### config.mk
export PLATFORM = sky130hd
export DESIGN_NAME = alu_arbiter_flat
export DESIGN_NICKNAME = d
export VERILOG_FILES = /design/src/rtl/alu_arbiter_if.sv /design/src/rtl/alu_arbiter.sv /design/src/flat_wrapper.sv
export SDC_FILE = /design/constraint.sdc
export NUM_CORES = 1
export LEC_CHECK = 0
export ABC_CLOCK_PERIOD_IN_PS = 1600
export CAP_MARGIN = 20
export CORE_AREA = 2 2 216 218
export DETAILED_ROUTE_END_ITERATION = 16
export DIE_AREA = 0 0 218 220
export GPL_TIMING_DRIVEN = 0
export HOLD_SLACK_MARGIN = 0.1
export PLACE_DENSITY = 0.56
export SKIP_CTS_REPAIR_TIMING = 1
export SYNTH_ARGS = -nofsm -noshare
export SYNTH_HDL_FRONTEND = slang
export SYNTH_SLANG_ARGS = --single-unit
### constraint.sdc
create_clock -name clk -period 1.6 [get_ports clk]
set_input_delay 0.32 -clock clk [delete_from_list [all_inputs] [get_ports clk]]
set_output_delay 0.32 -clock clk [all_outputs]
set_load 0.02 [all_outputs]
### src/rtl/alu_arbiter_if.sv
// Bus bundle between the issue-side requesters, the arbiter and the shared ALU.
// slave is the arbiter's view; master is the environment's view (requesters and ALU).
interface alu_arbiter_if;
  // requester 0
  logic         req0_valid;
  logic         req0_ready;
  logic [2:0]   req0_op;
  logic         req0_form;
  logic [1:0]   req0_vec;
  logic [4:0]   req0_copy;
  logic [127:0] req0_opnd;
  // requester 1
  logic         req1_valid;
  logic         req1_ready;
  logic [2:0]   req1_op;
  logic         req1_form;
  logic [1:0]   req1_vec;
  logic [4:0]   req1_copy;
  logic [127:0] req1_opnd;
  // ALU input bus and results
  logic [2:0]   alu_op;
  logic         alu_form;
  logic [1:0]   alu_vec;
  logic [31:0]  alu_a;
  logic [31:0]  alu_b;
  logic [31:0]  alu_c;
  logic [31:0]  alu_d;
  logic         alu_copy_neg;
  logic [3:0]   alu_copy_select;
  logic [31:0]  alu_y1;
  logic [31:0]  alu_y2;
  // response channels (data shared by both)
  logic         rsp0_valid;
  logic         rsp0_ready;
  logic         rsp1_valid;
  logic         rsp1_ready;
  logic [31:0]  rsp_y1;
  logic [31:0]  rsp_y2;
  logic         rsp_err;
  logic         busy;

  modport slave (
    input  req0_valid, req0_op, req0_form, req0_vec, req0_copy, req0_opnd,
    input  req1_valid, req1_op, req1_form, req1_vec, req1_copy, req1_opnd,
    output req0_ready, req1_ready,
    output alu_op, alu_form, alu_vec, alu_a, alu_b, alu_c, alu_d,
    output alu_copy_neg, alu_copy_select,
    input  alu_y1, alu_y2,
    output rsp0_valid, rsp1_valid, rsp_y1, rsp_y2, rsp_err, busy,
    input  rsp0_ready, rsp1_ready
  );

  modport master (
    output req0_valid, req0_op, req0_form, req0_vec, req0_copy, req0_opnd,
    output req1_valid, req1_op, req1_form, req1_vec, req1_copy, req1_opnd,
    input  req0_ready, req1_ready,
    input  alu_op, alu_form, alu_vec, alu_a, alu_b, alu_c, alu_d,
    input  alu_copy_neg, alu_copy_select,
    output alu_y1, alu_y2,
    input  rsp0_valid, rsp1_valid, rsp_y1, rsp_y2, rsp_err, busy,
    output rsp0_ready, rsp1_ready
  );
endinterface

### src/rtl/alu_arbiter.sv
// Round-robin arbiter sharing one combinational ALU between two requesters.
// One op in flight: operands are registered onto the ALU bus, held for EXEC_LAT
// cycles, then Y1/Y2 are captured and returned to the owner over valid/ready.
module alu_arbiter #(
  parameter int unsigned EXEC_LAT = 1  // legal 1..15
) (
  input  logic          clk,
  input  logic          rst_n,
  alu_arbiter_if.slave  bus
);

  typedef enum logic [1:0] {IDLE = 2'd0, EXEC = 2'd1, RESP = 2'd2} state_t;

  localparam logic [2:0] OP_ADD  = 3'b000;
  localparam logic [2:0] OP_SUB  = 3'b100;
  localparam logic [2:0] OP_COPY = 3'b010;
  localparam logic [3:0] CNT_INIT = 4'(EXEC_LAT - 1);

  state_t       state, state_next;
  logic         last_gnt;   // requester granted most recently; 1 after reset so req0 leads
  logic         owner;      // requester owning the in-flight op
  logic [3:0]   cnt;

  logic         gnt_valid;
  logic         gnt_id;
  logic         accept;
  logic         op_legal;
  logic         rsp_done;
  logic [2:0]   sel_op;
  logic         sel_form;
  logic [1:0]   sel_vec;
  logic [4:0]   sel_copy;
  logic [127:0] sel_opnd;

  // Grant: a lone requester wins; on contention the one not granted last wins.
  // NOTE: every signal assigned in an always_comb gets a default first so no latch is inferred.
  always_comb begin
    gnt_valid = bus.req0_valid | bus.req1_valid;
    gnt_id    = 1'b0;
    if (bus.req0_valid && bus.req1_valid) gnt_id = ~last_gnt;
    else if (bus.req1_valid)              gnt_id = 1'b1;
    sel_op   = gnt_id ? bus.req1_op   : bus.req0_op;
    sel_form = gnt_id ? bus.req1_form : bus.req0_form;
    sel_vec  = gnt_id ? bus.req1_vec  : bus.req0_vec;
    sel_copy = gnt_id ? bus.req1_copy : bus.req0_copy;
    sel_opnd = gnt_id ? bus.req1_opnd : bus.req0_opnd;
  end

  assign accept   = (state == IDLE) && gnt_valid;
  assign op_legal = (sel_op == OP_ADD) || (sel_op == OP_SUB) || (sel_op == OP_COPY);
  assign rsp_done = (state == RESP) && (owner ? bus.rsp1_ready : bus.rsp0_ready);

  assign bus.req0_ready = accept && !gnt_id;
  assign bus.req1_ready = accept &&  gnt_id;
  assign bus.rsp0_valid = (state == RESP) && !owner;
  assign bus.rsp1_valid = (state == RESP) &&  owner;
  assign bus.busy       = (state != IDLE);

  // Next-state logic; completing a response always returns through IDLE.
  always_comb begin
    state_next = state;
    case (state)
      IDLE: if (accept) state_next = op_legal ? EXEC : RESP;
      EXEC: if (cnt == 4'd0) state_next = RESP;
      RESP: if (rsp_done) state_next = IDLE;
      default: state_next = IDLE;
    endcase
  end

  // State register.
  // NOTE: sequential state uses non-blocking assignments so every flop samples pre-edge values.
  always_ff @(posedge clk or negedge rst_n) begin
    if (!rst_n) state <= IDLE;
    else        state <= state_next;
  end

  // Datapath: latch the winner onto the ALU bus, count the hold time, capture results.
  always_ff @(posedge clk or negedge rst_n) begin
    if (!rst_n) begin
      last_gnt            <= 1'b1;
      owner               <= 1'b0;
      cnt                 <= 4'd0;
      bus.alu_op          <= '0;
      bus.alu_form        <= 1'b0;
      bus.alu_vec         <= '0;
      bus.alu_copy_neg    <= 1'b0;
      bus.alu_copy_select <= '0;
      bus.alu_a           <= '0;
      bus.alu_b           <= '0;
      bus.alu_c           <= '0;
      bus.alu_d           <= '0;
      bus.rsp_y1          <= '0;
      bus.rsp_y2          <= '0;
      bus.rsp_err         <= 1'b0;
    end else begin
      if (accept) begin
        owner               <= gnt_id;
        last_gnt            <= gnt_id;
        bus.alu_op          <= sel_op;
        bus.alu_form        <= sel_form;
        bus.alu_vec         <= sel_vec;
        bus.alu_copy_neg    <= sel_copy[4];
        bus.alu_copy_select <= sel_copy[3:0];
        {bus.alu_a, bus.alu_b, bus.alu_c, bus.alu_d} <= sel_opnd;
        if (op_legal) begin
          cnt <= CNT_INIT;
        end else begin
          // Unsupported op: answer straight away with an error and zero data.
          cnt         <= 4'd0;
          bus.rsp_y1  <= '0;
          bus.rsp_y2  <= '0;
          bus.rsp_err <= 1'b1;
        end
      end else if (state == EXEC) begin
        if (cnt != 4'd0) begin
          cnt <= cnt - 4'd1;
        end else begin
          bus.rsp_y1  <= bus.alu_y1;
          bus.rsp_y2  <= bus.alu_y2;
          bus.rsp_err <= 1'b0;
        end
      end
    end
  end

endmodule

### src/flat_wrapper.sv
// flat-port wrapper written by rule: the top's interface ports become plain ports
module alu_arbiter_flat 
#(
  parameter int unsigned EXEC_LAT = 1                
)
  (clk, rst_n, bus_req0_valid, bus_req0_op, bus_req0_form, bus_req0_vec, bus_req0_copy, bus_req0_opnd, bus_req1_valid, bus_req1_op, bus_req1_form, bus_req1_vec, bus_req1_copy, bus_req1_opnd, bus_req0_ready, bus_req1_ready, bus_alu_op, bus_alu_form, bus_alu_vec, bus_alu_a, bus_alu_b, bus_alu_c, bus_alu_d, bus_alu_copy_neg, bus_alu_copy_select, bus_alu_y1, bus_alu_y2, bus_rsp0_valid, bus_rsp1_valid, bus_rsp_y1, bus_rsp_y2, bus_rsp_err, bus_busy, bus_rsp0_ready, bus_rsp1_ready);
  alu_arbiter_if bus_i ();
  input  logic clk;
  input  logic rst_n;
  input wire logic [$bits(bus_i.req0_valid)-1:0] bus_req0_valid;
  input wire logic [$bits(bus_i.req0_op)-1:0] bus_req0_op;
  input wire logic [$bits(bus_i.req0_form)-1:0] bus_req0_form;
  input wire logic [$bits(bus_i.req0_vec)-1:0] bus_req0_vec;
  input wire logic [$bits(bus_i.req0_copy)-1:0] bus_req0_copy;
  input wire logic [$bits(bus_i.req0_opnd)-1:0] bus_req0_opnd;
  input wire logic [$bits(bus_i.req1_valid)-1:0] bus_req1_valid;
  input wire logic [$bits(bus_i.req1_op)-1:0] bus_req1_op;
  input wire logic [$bits(bus_i.req1_form)-1:0] bus_req1_form;
  input wire logic [$bits(bus_i.req1_vec)-1:0] bus_req1_vec;
  input wire logic [$bits(bus_i.req1_copy)-1:0] bus_req1_copy;
  input wire logic [$bits(bus_i.req1_opnd)-1:0] bus_req1_opnd;
  output wire logic [$bits(bus_i.req0_ready)-1:0] bus_req0_ready;
  output wire logic [$bits(bus_i.req1_ready)-1:0] bus_req1_ready;
  output wire logic [$bits(bus_i.alu_op)-1:0] bus_alu_op;
  output wire logic [$bits(bus_i.alu_form)-1:0] bus_alu_form;
  output wire logic [$bits(bus_i.alu_vec)-1:0] bus_alu_vec;
  output wire logic [$bits(bus_i.alu_a)-1:0] bus_alu_a;
  output wire logic [$bits(bus_i.alu_b)-1:0] bus_alu_b;
  output wire logic [$bits(bus_i.alu_c)-1:0] bus_alu_c;
  output wire logic [$bits(bus_i.alu_d)-1:0] bus_alu_d;
  output wire logic [$bits(bus_i.alu_copy_neg)-1:0] bus_alu_copy_neg;
  output wire logic [$bits(bus_i.alu_copy_select)-1:0] bus_alu_copy_select;
  input wire logic [$bits(bus_i.alu_y1)-1:0] bus_alu_y1;
  input wire logic [$bits(bus_i.alu_y2)-1:0] bus_alu_y2;
  output wire logic [$bits(bus_i.rsp0_valid)-1:0] bus_rsp0_valid;
  output wire logic [$bits(bus_i.rsp1_valid)-1:0] bus_rsp1_valid;
  output wire logic [$bits(bus_i.rsp_y1)-1:0] bus_rsp_y1;
  output wire logic [$bits(bus_i.rsp_y2)-1:0] bus_rsp_y2;
  output wire logic [$bits(bus_i.rsp_err)-1:0] bus_rsp_err;
  output wire logic [$bits(bus_i.busy)-1:0] bus_busy;
  input wire logic [$bits(bus_i.rsp0_ready)-1:0] bus_rsp0_ready;
  input wire logic [$bits(bus_i.rsp1_ready)-1:0] bus_rsp1_ready;
  assign bus_i.req0_valid = bus_req0_valid;
  assign bus_i.req0_op = bus_req0_op;
  assign bus_i.req0_form = bus_req0_form;
  assign bus_i.req0_vec = bus_req0_vec;
  assign bus_i.req0_copy = bus_req0_copy;
  assign bus_i.req0_opnd = bus_req0_opnd;
  assign bus_i.req1_valid = bus_req1_valid;
  assign bus_i.req1_op = bus_req1_op;
  assign bus_i.req1_form = bus_req1_form;
  assign bus_i.req1_vec = bus_req1_vec;
  assign bus_i.req1_copy = bus_req1_copy;
  assign bus_i.req1_opnd = bus_req1_opnd;
  assign bus_req0_ready = bus_i.req0_ready;
  assign bus_req1_ready = bus_i.req1_ready;
  assign bus_alu_op = bus_i.alu_op;
  assign bus_alu_form = bus_i.alu_form;
  assign bus_alu_vec = bus_i.alu_vec;
  assign bus_alu_a = bus_i.alu_a;
  assign bus_alu_b = bus_i.alu_b;
  assign bus_alu_c = bus_i.alu_c;
  assign bus_alu_d = bus_i.alu_d;
  assign bus_alu_copy_neg = bus_i.alu_copy_neg;
  assign bus_alu_copy_select = bus_i.alu_copy_select;
  assign bus_i.alu_y1 = bus_alu_y1;
  assign bus_i.alu_y2 = bus_alu_y2;
  assign bus_rsp0_valid = bus_i.rsp0_valid;
  assign bus_rsp1_valid = bus_i.rsp1_valid;
  assign bus_rsp_y1 = bus_i.rsp_y1;
  assign bus_rsp_y2 = bus_i.rsp_y2;
  assign bus_rsp_err = bus_i.rsp_err;
  assign bus_busy = bus_i.busy;
  assign bus_i.rsp0_ready = bus_rsp0_ready;
  assign bus_i.rsp1_ready = bus_rsp1_ready;
  alu_arbiter #(.EXEC_LAT(EXEC_LAT)) u_core (.clk(clk), .rst_n(rst_n), .bus(bus_i));
endmodule
==> results.cfg <==
[critical_path]
cp.required_ps = 1280
path_max_fanout = 5
rrSetupSlack_ps = -440
crit_type = reg -> out
reg2reg_depth = 6
arrival_ps = 1820
startpoint_type = register
end_kind = output port
regToRegEndpoint = u_core.bus.rsp_y1[3]
r2r_start = u_core.state[0]

[drt]
post_drt_wl_per_cell_um = 21.2
firstDrtPassIters = 5
route.vias.total = 10476
final_antenna_net_count = 0
drc = 0
drt_iter0_drc = 779
wirelength_um = 46500
via_per_inst = 4.78

[sta]
fin_skew_ps = 7.08
final.setup.worst_slack_ps = -545
min_period_over_period_pct = 134
maxSlewHeadroom_pct = 40.7
slew_violations = 0
rsz0062_at_grt = yes
tightestPinTransition_ps = 890
setup-violations-final = 373
final.min_clock_period_ps = 2140
hold_ws_ps = -241
fmax_ghz = 0.466
hold_viol = 100

[layout]
finalNonFillerCells = 2193
area.growth.synth_to_final_pct = 81.5
nNetsFinal = 1915
layout-drive-gt1-share_pct = 10.8

[clocking]
clk_pin_slew_ps = 60
clockBufferDepth = 3
cts_inserted_buffers = 26
h-tree-depth = 1
cts.sinks = 212
clkLatencyLatePin_ps = 540
cts_tree = yes
clockRootBuffer = clkbuf_16

[global_route]
grt_antenna_before_repair = 2
grt_max_degree = 113
track_usage_pct = 17.9
grt_pass1_wl_um = 65800
grt_pass1_vias = 10372
globalRouteOverflowTotal = 0

[run]
maxCapViolations = 0

[placement]
pre_cts_ws_ps = -1460
gp_congestion = 0.847
portBuffers = 556
dp_cells = 2132
dpl.hpwl_um = 34300

[synth]
yosysTopAreaCell = dfrtp_1
avgSynthCellArea_um2 = 10.1
synth_xor_area_share_pct = 0
synth_simple_gate_area_share_pct = 11.2
synth_area_leaders = dfrtp_1 (54%), a221o_1 (14%), nor3_1 (6.9%), inv_1 (5.3%), a22oi_1 (4.9%)
synth_seq_cells = 212
synth_fa_ha_area_share_pct = 0.255
synth_fp_nets = 1318
syn-instance-count = 968
yosysSeqAreaShare_pct = 54.1
synth-compound-area-share_pct = 23.5
synth_top_family_by_area = compound AO/OA/AOI/OAI gates
syn_area_um2 = 9810
synth.top_cell.area_share_pct = 53.8
synth_warnings = 0
synth_mux_area_share_pct = 0.625
ys_types = 32

[die]
start_util_pct = 21.4
dieHeight_um = 220
die_x_um = 218
coreArea_um2 = 45900
ios = 557
die_area_um2 = 48000
std_cell_rows = 79

[power_and_ir_drop]
power_leakage_nw = 8.27
power_density_nw_per_um2 = 2080
ir_drop_mv = 0.914

[run_status]
status = finished, violations left
violations = hold timing, setup timing

[hold_path]
hold_path_class = in -> async
cells by family (layout without fill, tap and decap cells):
family | Yosys count | after routing
and+or+nand+nor | 217 | 217
muxes | 6 | 6
other | 0 | 2
adders and majority gates | 2 | 2
buffers and inverters | 244 | 860
AOI/OAI and AO/OA | 287 | 287
DFF | 212 | 212
cells in the mapped netlist:
cell type  instances
a22oi_1           64
and3b_1            1
buf_1              4
nand3_1           65
inv_1            138
clkbuf_1          72
mux2_2             1
ha_1               2
or3_1              1
o221ai_1           2
or2_1              2
a22o_1             1
or4_1              1
a21o_1             2
nor2b_1            1
o32a_1             1
a21bo_2            1
a21oi_1            3
dfstp_2            1
o21ai_0           76
nor3b_1            3
nand2_1            2
o211a_1            1
mux2i_1            5
nand2b_1           1
a221o_1          136
nor2_1             3
or3b_2             1
nor3_1           136
buf_6              9
buf_2             21
dfrtp_1          211
area by class of cell:
type,count,area [um^2]
Tap cell,607,759
Multi-Input combinational cell,512,3580
Inverter,138,518
Sequential cell,212,5310
Clock buffer,37,793
Clock inverter,10,128
Timing Repair Buffer,572,5910
Buffer,103,811
Antenna cell,2,5.00
Fill cell,4596,28100
per-stage QoR:
stage / instance area (um^2) / utilization [%] / hold slack, ps / power [mW] / TNS (ps)
floorplan: 9930 / - / 24.4 / 19.7 / -17670
global placement: 16300 / 35.4 / 488 / 29.3 / -2228140
detailed placement: 16300 / 35.5 / 397 / 29.4 / -225610
CTS: 17200 / 37.5 / -187 / 36.0 / -229050
global route: 17800 / 38.8 / -179 / 38.9 / -100360
finish: 17800 / 38.8 / -241 / 37.0 / -79490
cell usage in the layout, fill, tap and decap left out, drive strengths merged, types with 2 or more instances in the layout:
cell | netlist | routed
nor2 | 3 | 3
o221ai | 2 | 2
bufinv | 0 | 3
a21o | 2 | 2
a22oi | 64 | 64
mux2i | 5 | 5
clkdlybuf4s50 | 0 | 508
a221o | 136 | 136
inv | 138 | 138
buf | 34 | 67
dlymetal6s2s | 0 | 40
nor3b | 3 | 3
nor3 | 136 | 136
clkbuf | 72 | 97
o21ai | 76 | 76
or2 | 2 | 2
a21oi | 3 | 3
nand2 | 2 | 2
dfrtp | 211 | 211
clkinv | 0 | 6
ha | 2 | 2
nand3 | 65 | 65
diode | 0 | 2
worst max-delay path, cell delays in order (launching register included):
cell and delay [ps]:
dfstp_2 550, a21bo_4 170, nor3b_4 220, buf_6 140
buf_12 100, buf_8 100
how the worst max path moves through the flow:
stage,startpoint,to,slack [ps]
floorplan,u_core.state[1],u_core.bus.alu_d[28],-170
global placement,rst_n,u_core.bus.alu_b[12],-9520
detailed placement,bus_req0_valid,u_core.bus.alu_d[27],-1460
CTS,u_core.state[0],bus_busy,-1800
global route,u_core.last_gnt,bus_req0_ready,-610
finish,u_core.last_gnt,bus_req0_ready,-540
flip-flops by register name, indices dropped and copies added (netlist names), 2 cells and up:
signal	flops
u_core.bus.alu_c	32
u_core.bus.rsp_y2	32
u_core.state	2
u_core.bus.alu_d	32
u_core.bus.alu_b	32
u_core.bus.alu_copy_select	4
u_core.bus.alu_vec	2
u_core.bus.alu_op	3
u_core.cnt	4
u_core.bus.alu_a	32
u_core.bus.rsp_y1	32
metal layers:
metal  wire, um  GRT usage (%)  vias up
li1           -              -     4771
met1      19100           23.1     5192
met2      22900           30.4      442
met3       3180           3.04       71
met4       1330           5.78        0
met5          0              0        -
power by group:
group / total, mW / internal [mW] / switching, mW
clock: 6.39 / 3.91 / 2.48
combinational: 21.0 / 9.74 / 11.2
sequential: 9.64 / 8.03 / 1.61
total: 37.0 / 21.7 / 15.3
No activity file was read; power rests on OpenSTA's default activity.
==> patch 1 (config.mk and constraints unchanged) <==
Re-encode `state_t` (3 states) as one-hot, 3 bits wide.
--- a/src/rtl/alu_arbiter.sv
+++ b/src/rtl/alu_arbiter.sv
@@ -9,7 +9,7 @@
   alu_arbiter_if.slave  bus
 );
 
-  typedef enum logic [1:0] {IDLE = 2'd0, EXEC = 2'd1, RESP = 2'd2} state_t;
+  typedef enum logic [2:0] {IDLE = 3'b001, EXEC = 3'b010, RESP = 3'b100} state_t;
 
   localparam logic [2:0] OP_ADD  = 3'b000;
   localparam logic [2:0] OP_SUB  = 3'b100;
Check against the original RTL: no difference found for any inputs over 4 cycles, from zero or initial values and one cycle with rst_n low; so few cycles prove little.
==> patch 1 against the unedited design <==
- the flow finishes with violations (setup timing)
- routed wire length rose by 1.1%
- worst setup slack got worse by 0.39 ns
- area after synthesis increased by 0.25%
- cell area shrank 0.93%
- critical endpoint unchanged
- synthesized cell count up 0.52%
- largest cell class unchanged
- power shrank 7.9%
- sequential cell count up 1
==> patch 1: results (changes against the unedited design) <==
| Metric | Value |
|---|---|
| Failing checks | setup timing |
| Placer Congestion | 0.8383 (-0.99%) |
| Multi-input combinational area share | 20.27% (+0.18 points) |
| Placed cell area | 16350 um^2 (+0.39%) |
| Non-CTS buffers | 686 (+1.6%) |
| Seq/Total Area, Yosys | 54.20% (+0.13 points) |
| Crit-path max cell delay | 0.57 ns (+0.02 ns) |
| Share of the synthesized area in the top cell type | 53.66% (-0.14 points) |
| Hold Slack | 0.1913 ns (+0.4319 ns) |
| Reg2reg end | u_core.bus.rsp_y2[30]$_DFFE_PN0P_ |
| CP Max Fanout | 7 (+2) |
| TritonCTS Sinks | 213 (+0.47%) |
| Pleak | 7.729 nW (-6.5%) |
| Setup Viol. Count Final | 422 (+13%) |
| Buffering overhead | 37.36% (-0.39 points) |
| Largest net degree at the start of global routing | 102 (-9.7%) |
| Pre-CTS WS | -1.759 ns (-0.2971 ns) |
| Worst reg2reg path depth | 7 (+1) |
| CP arrival | 2.21 ns (+0.39 ns) |
| Count of multi-input gates | 515 (+0.59%) |
| Ant diodes | 0 (-2) |
| Hpwl dp | 35.37 mm (+3.0%) |
| Syn_area_per_cell | 10.11 um^2 (-0.26%) |
| Clock tree cell share of total cell area | 4.907% (-0.26 points) |
| Net Count, Synth | 1322 (+0.30%) |
| DR iter-0 viols | 663 (-15%) |
| Vias in the first global route | 10830 (+4.4%) |
| First-pass GRT wire length | 68.14 mm (+3.5%) |
| Outcome | complete, but fails checks |
| Synth area leaders | dfrtp_1 54%, a221o_1 14%, nor3_1 6.9% |
| Footprint of the multi-input gates | 3577 um^2 (about the same) |
| Final setup margin | -0.9347 ns (-0.3900 ns) |
| Final WL | 47.04 mm (+1.1%) |
==> patch 1: cell count changes after synthesis, moves of 2 or more <==
cell,delta
nor2b_1,+3
o221ai_1,-2
o21ai_0,-3
a21oi_1,+3
buf_2,-4
clkbuf_1,+7
==> patch 1: kinds of logic (layout without fill, tap and decap cells) <==
group,Yosys count,after routing,synth area share [%]
buf+inv,245,872,10.17
flops,213,213,54.20
fa+ha+maj,1,1,0.1271
simple gates,221,221,11.48
mux,6,6,0.6104
compound gates,287,287,23.41
==> patch 1: per-layer routing <==
metal  vias up  track usage [%]  share of wire (%)
met2       464            31.76                 49
met4         2            5.238                2.5
li1       4788                -                  -
met1      5128            22.29                 40
met3        73            5.507                9.0
met5         -                0              0.028
==> patch 1: critical path, delay by kind of cell (launching register included) <==
kind          cells  cell delay [ns]
buf+inv           4             0.50
flops             1             0.57
simple gates      2             0.59
==> patch 1: how the worst max path moves through the flow <==
| stage | from | to | slack (ns) | cells past startpoint |
|---|---|---|---|---|
| 3_3_place_gp | rst_n | u_core.bus.alu_b[29]$_DFFE_PN0P_ | -9.70 | 1 |
| 5_1_grt | u_core.state[0]$_DFFE_PN1P_ | bus_req0_ready | -1.01 | 6 |
| 3_5_place_dp | bus_req0_valid | bus_req0_ready | -1.76 | 7 |
| 2_1_floorplan | u_core.state[0]$_DFFE_PN1P_ | u_core.bus.alu_d[28]$_DFFE_PN0P_ | -0.44 | 7 |
| 4_1_cts | u_core.last_gnt$_DFFE_PN1P_ | bus_req0_ready | -2.07 | 6 |
| 6_report | u_core.state[0]$_DFFE_PN1P_ | bus_req0_ready | -0.93 | 6 |
==> patch 1: power breakdown <==
group          internal [mW]  switching (mW)
Clock                   3.56            2.48
Sequential              7.91            1.52
Combinational           9.13            9.46
Total                   20.6            13.5
==> patch 2 (same settings) <==
Without the edit above. Reset style: synchronous (`rst_n`), changed in 2 clocked blocks.
--- a/src/rtl/alu_arbiter.sv
+++ b/src/rtl/alu_arbiter.sv
@@ -69,13 +69,13 @@
 
   // State register.
   // NOTE: sequential state uses non-blocking assignments so every flop samples pre-edge values.
-  always_ff @(posedge clk or negedge rst_n) begin
+  always_ff @(posedge clk) begin
     if (!rst_n) state <= IDLE;
     else        state <= state_next;
   end
 
   // Datapath: latch the winner onto the ALU bus, count the hold time, capture results.
-  always_ff @(posedge clk or negedge rst_n) begin
+  always_ff @(posedge clk) begin
     if (!rst_n) begin
       last_gnt            <= 1'b1;
       owner               <= 1'b0;
Behaviour: differs if rst_n is asserted again (counterexample within 4 cycles, from zero or initial values and one cycle with rst_n low); with rst_n held inactive, the same outputs for 4 cycles.
==> patch 2 against the unedited design <==
- the flow finishes with violations (setup timing)
- core utilization is 1.7 points lower
- worst hold slack improved by 0.49 ns
- cell area shrank 4.2%
- area after synthesis shrank 8.1%
- count of clock-buffer cells in the layout fell by 2
- critical path type unchanged
- sequential cell count stayed put
- routed wire length decreased by 6.9%
- first-iteration DRC count decreased by 48%
- worst setup slack better by 0.20 ns
Power is not compared: it rests on default switching activity, and its combinational part moved more than twofold at a synthesized area within 25%.
==> patch 2: results (changes against the unedited design) <==
| Metric | Value |
|---|---|
| Outcome | complete, but fails checks |
| Failing checks | setup timing |
| Final Power | 16.58 mW |
| GRT Util Overall | 16.70% (-1.2 points) |
| HP Start | rst_n |
| Setup TNS | -10.05 ns (+69.44 ns) |
| CTS buffer count | 25 (-3.8%) |
| Hpwl dp | 33.70 mm (-1.9%) |
| Largest net degree at the start of global routing | 12 (-89%) |
| Comb. pwr | 5.09 mW |
| Peak VDD IR | 0.7753 mV |
| Clock share of power | 32.2% |
| Switch Pwr | 5.153 mW |
| GR Layer Usage met2 | 30.19% (-0.19 points) |
| Clock buffer depth | 3 (unchanged) |
| CP Max Fanout | 3 (-2) |
| R2R Path Start | u_core.last_gnt$_SDFFE_PN1P_ |
| Fraction of layout instances using a drive strength above 1 | 9.391% (-1.4 points) |
| Fin nets | 1913 (-0.10%) |
| DR iter-0 viols | 404 (-48%) |
| Worst setup SP type | flip-flop |
| Seq/Total Area, Yosys | 47.03% (-7.0 points) |
| H-tree depth | 1 (unchanged) |
| Via/cell ratio | 4.419 (-7.5%) |
| Vias in the first global route | 9735 (-6.1%) |
| Setup Viol. Count Final | 77 (-79%) |
| Port-buffer cells | 555 (-0.18%) |
| Async set or reset register ratio after synthesis | 0% (-100 points) |
| Pleak | 9.239 nW |
| Initial antenna violation count | 7 (+5) |
| Rel. slew slack | 42.58% (+1.9 points) |
| Placer Congestion | 0.8681 (+2.5%) |
| Yosys cell types | 32 (unchanged) |
| Most frequent cells after synthesis | 212 x dfxtp_1, 144 x a21oi_1, 139 x mux2i_1 |
| GRT met3 Usage | 5.121% (+2.1 points) |
| Post-Route Skew | 0.02090 ns (+0.01382 ns) |
| GR Layer Usage met1 | 18.94% (-4.2 points) |
| Clock-pin slew of the registers on the worst-case setup and hold paths | 0.06 ns (about the same) |
| CP arrival | 1.63 ns (-0.19 ns) |
| Routed len/inst | 19.80 um (-6.7%) |
| Min-delay worst type | in2reg |
| Final setup margin | -0.3460 ns (+0.1987 ns) |
| Iteration count of the initial detailed-routing pass | 4 (-1) |
| Fill cells | 4662 (+1.4%) |
| First-pass GRT wire length | 60.71 mm (-7.7%) |
| Synth warnings | 0 (unchanged) |
| Synth area leaders | dfxtp_1 47%, mux2i_1 15%, a21oi_1 8.0% |
| Ys flop type | dfxtp_1 |
patch 2: final cells by class:
cell class	count	area share [%]
Clock buffer	35	4.240
Clock inverter	4	0.1321
Inverter	4	0.08803
Buffer	97	4.108
Sequential cell	212	24.92
Antenna cell	4	0.05869
Multi-Input combinational cell	655	25.68
Timing Repair Buffer	569	36.32
Tap cell	607	4.453
patch 2: kinds of logic after synthesis:
kind of cell	Yosys count	synth area share [%]
compound gates	417	26.76
mux	141	15.71
flops	212	47.03
fa+ha+maj	1	0.1386
simple gates	94	4.382
buf+inv	102	5.782
xor+xnor	2	0.1942
patch 2: per-layer routing:
metal / routed length (um) / part of all wire [%]
met5: 13 / 0.030
met4: 1175 / 2.7
met3: 3470 / 8.0
met2: 21560 / 50
met1: 17090 / 39
patch 2: metrics by stage:
stage / worst slack, ns / util, % / instances / area [um^2]
floorplan: 0.009290 / - / 969 / 9026
global placement: -1.768 / 33.45 / 2131 / 15340
detailed placement: -1.815 / 33.45 / 2131 / 15340
CTS: -1.819 / 35.07 / 2170 / 16090
global route: -0.4209 / 37.18 / 2185 / 17050
finish: -0.3460 / 37.19 / 2187 / 17060
patch 2: path summary, 6_finish.rpt:
kind	slack [ns]	endpoint	depth (start not counted)
max	-0.35	bus_req0_ready	7
min	0.25	u_core.bus.rsp_err$_SDFFE_PN0P_	3
max reg2reg	-0.22	u_core.bus.rsp_y2[20]$_SDFFE_PN0P_	8
min reg2reg	0.47	u_core.bus.rsp_err$_SDFFE_PN0P_	2
patch 2: worst max-delay path, stage by stage (launching register included):
cell and delay (ns):
dfxtp_2 0.33, a21boi_2 0.06, buf_6 0.14, buf_12 0.12
buf_12 0.12, buf_12 0.12, nor2_4 0.09, buf_6 0.12
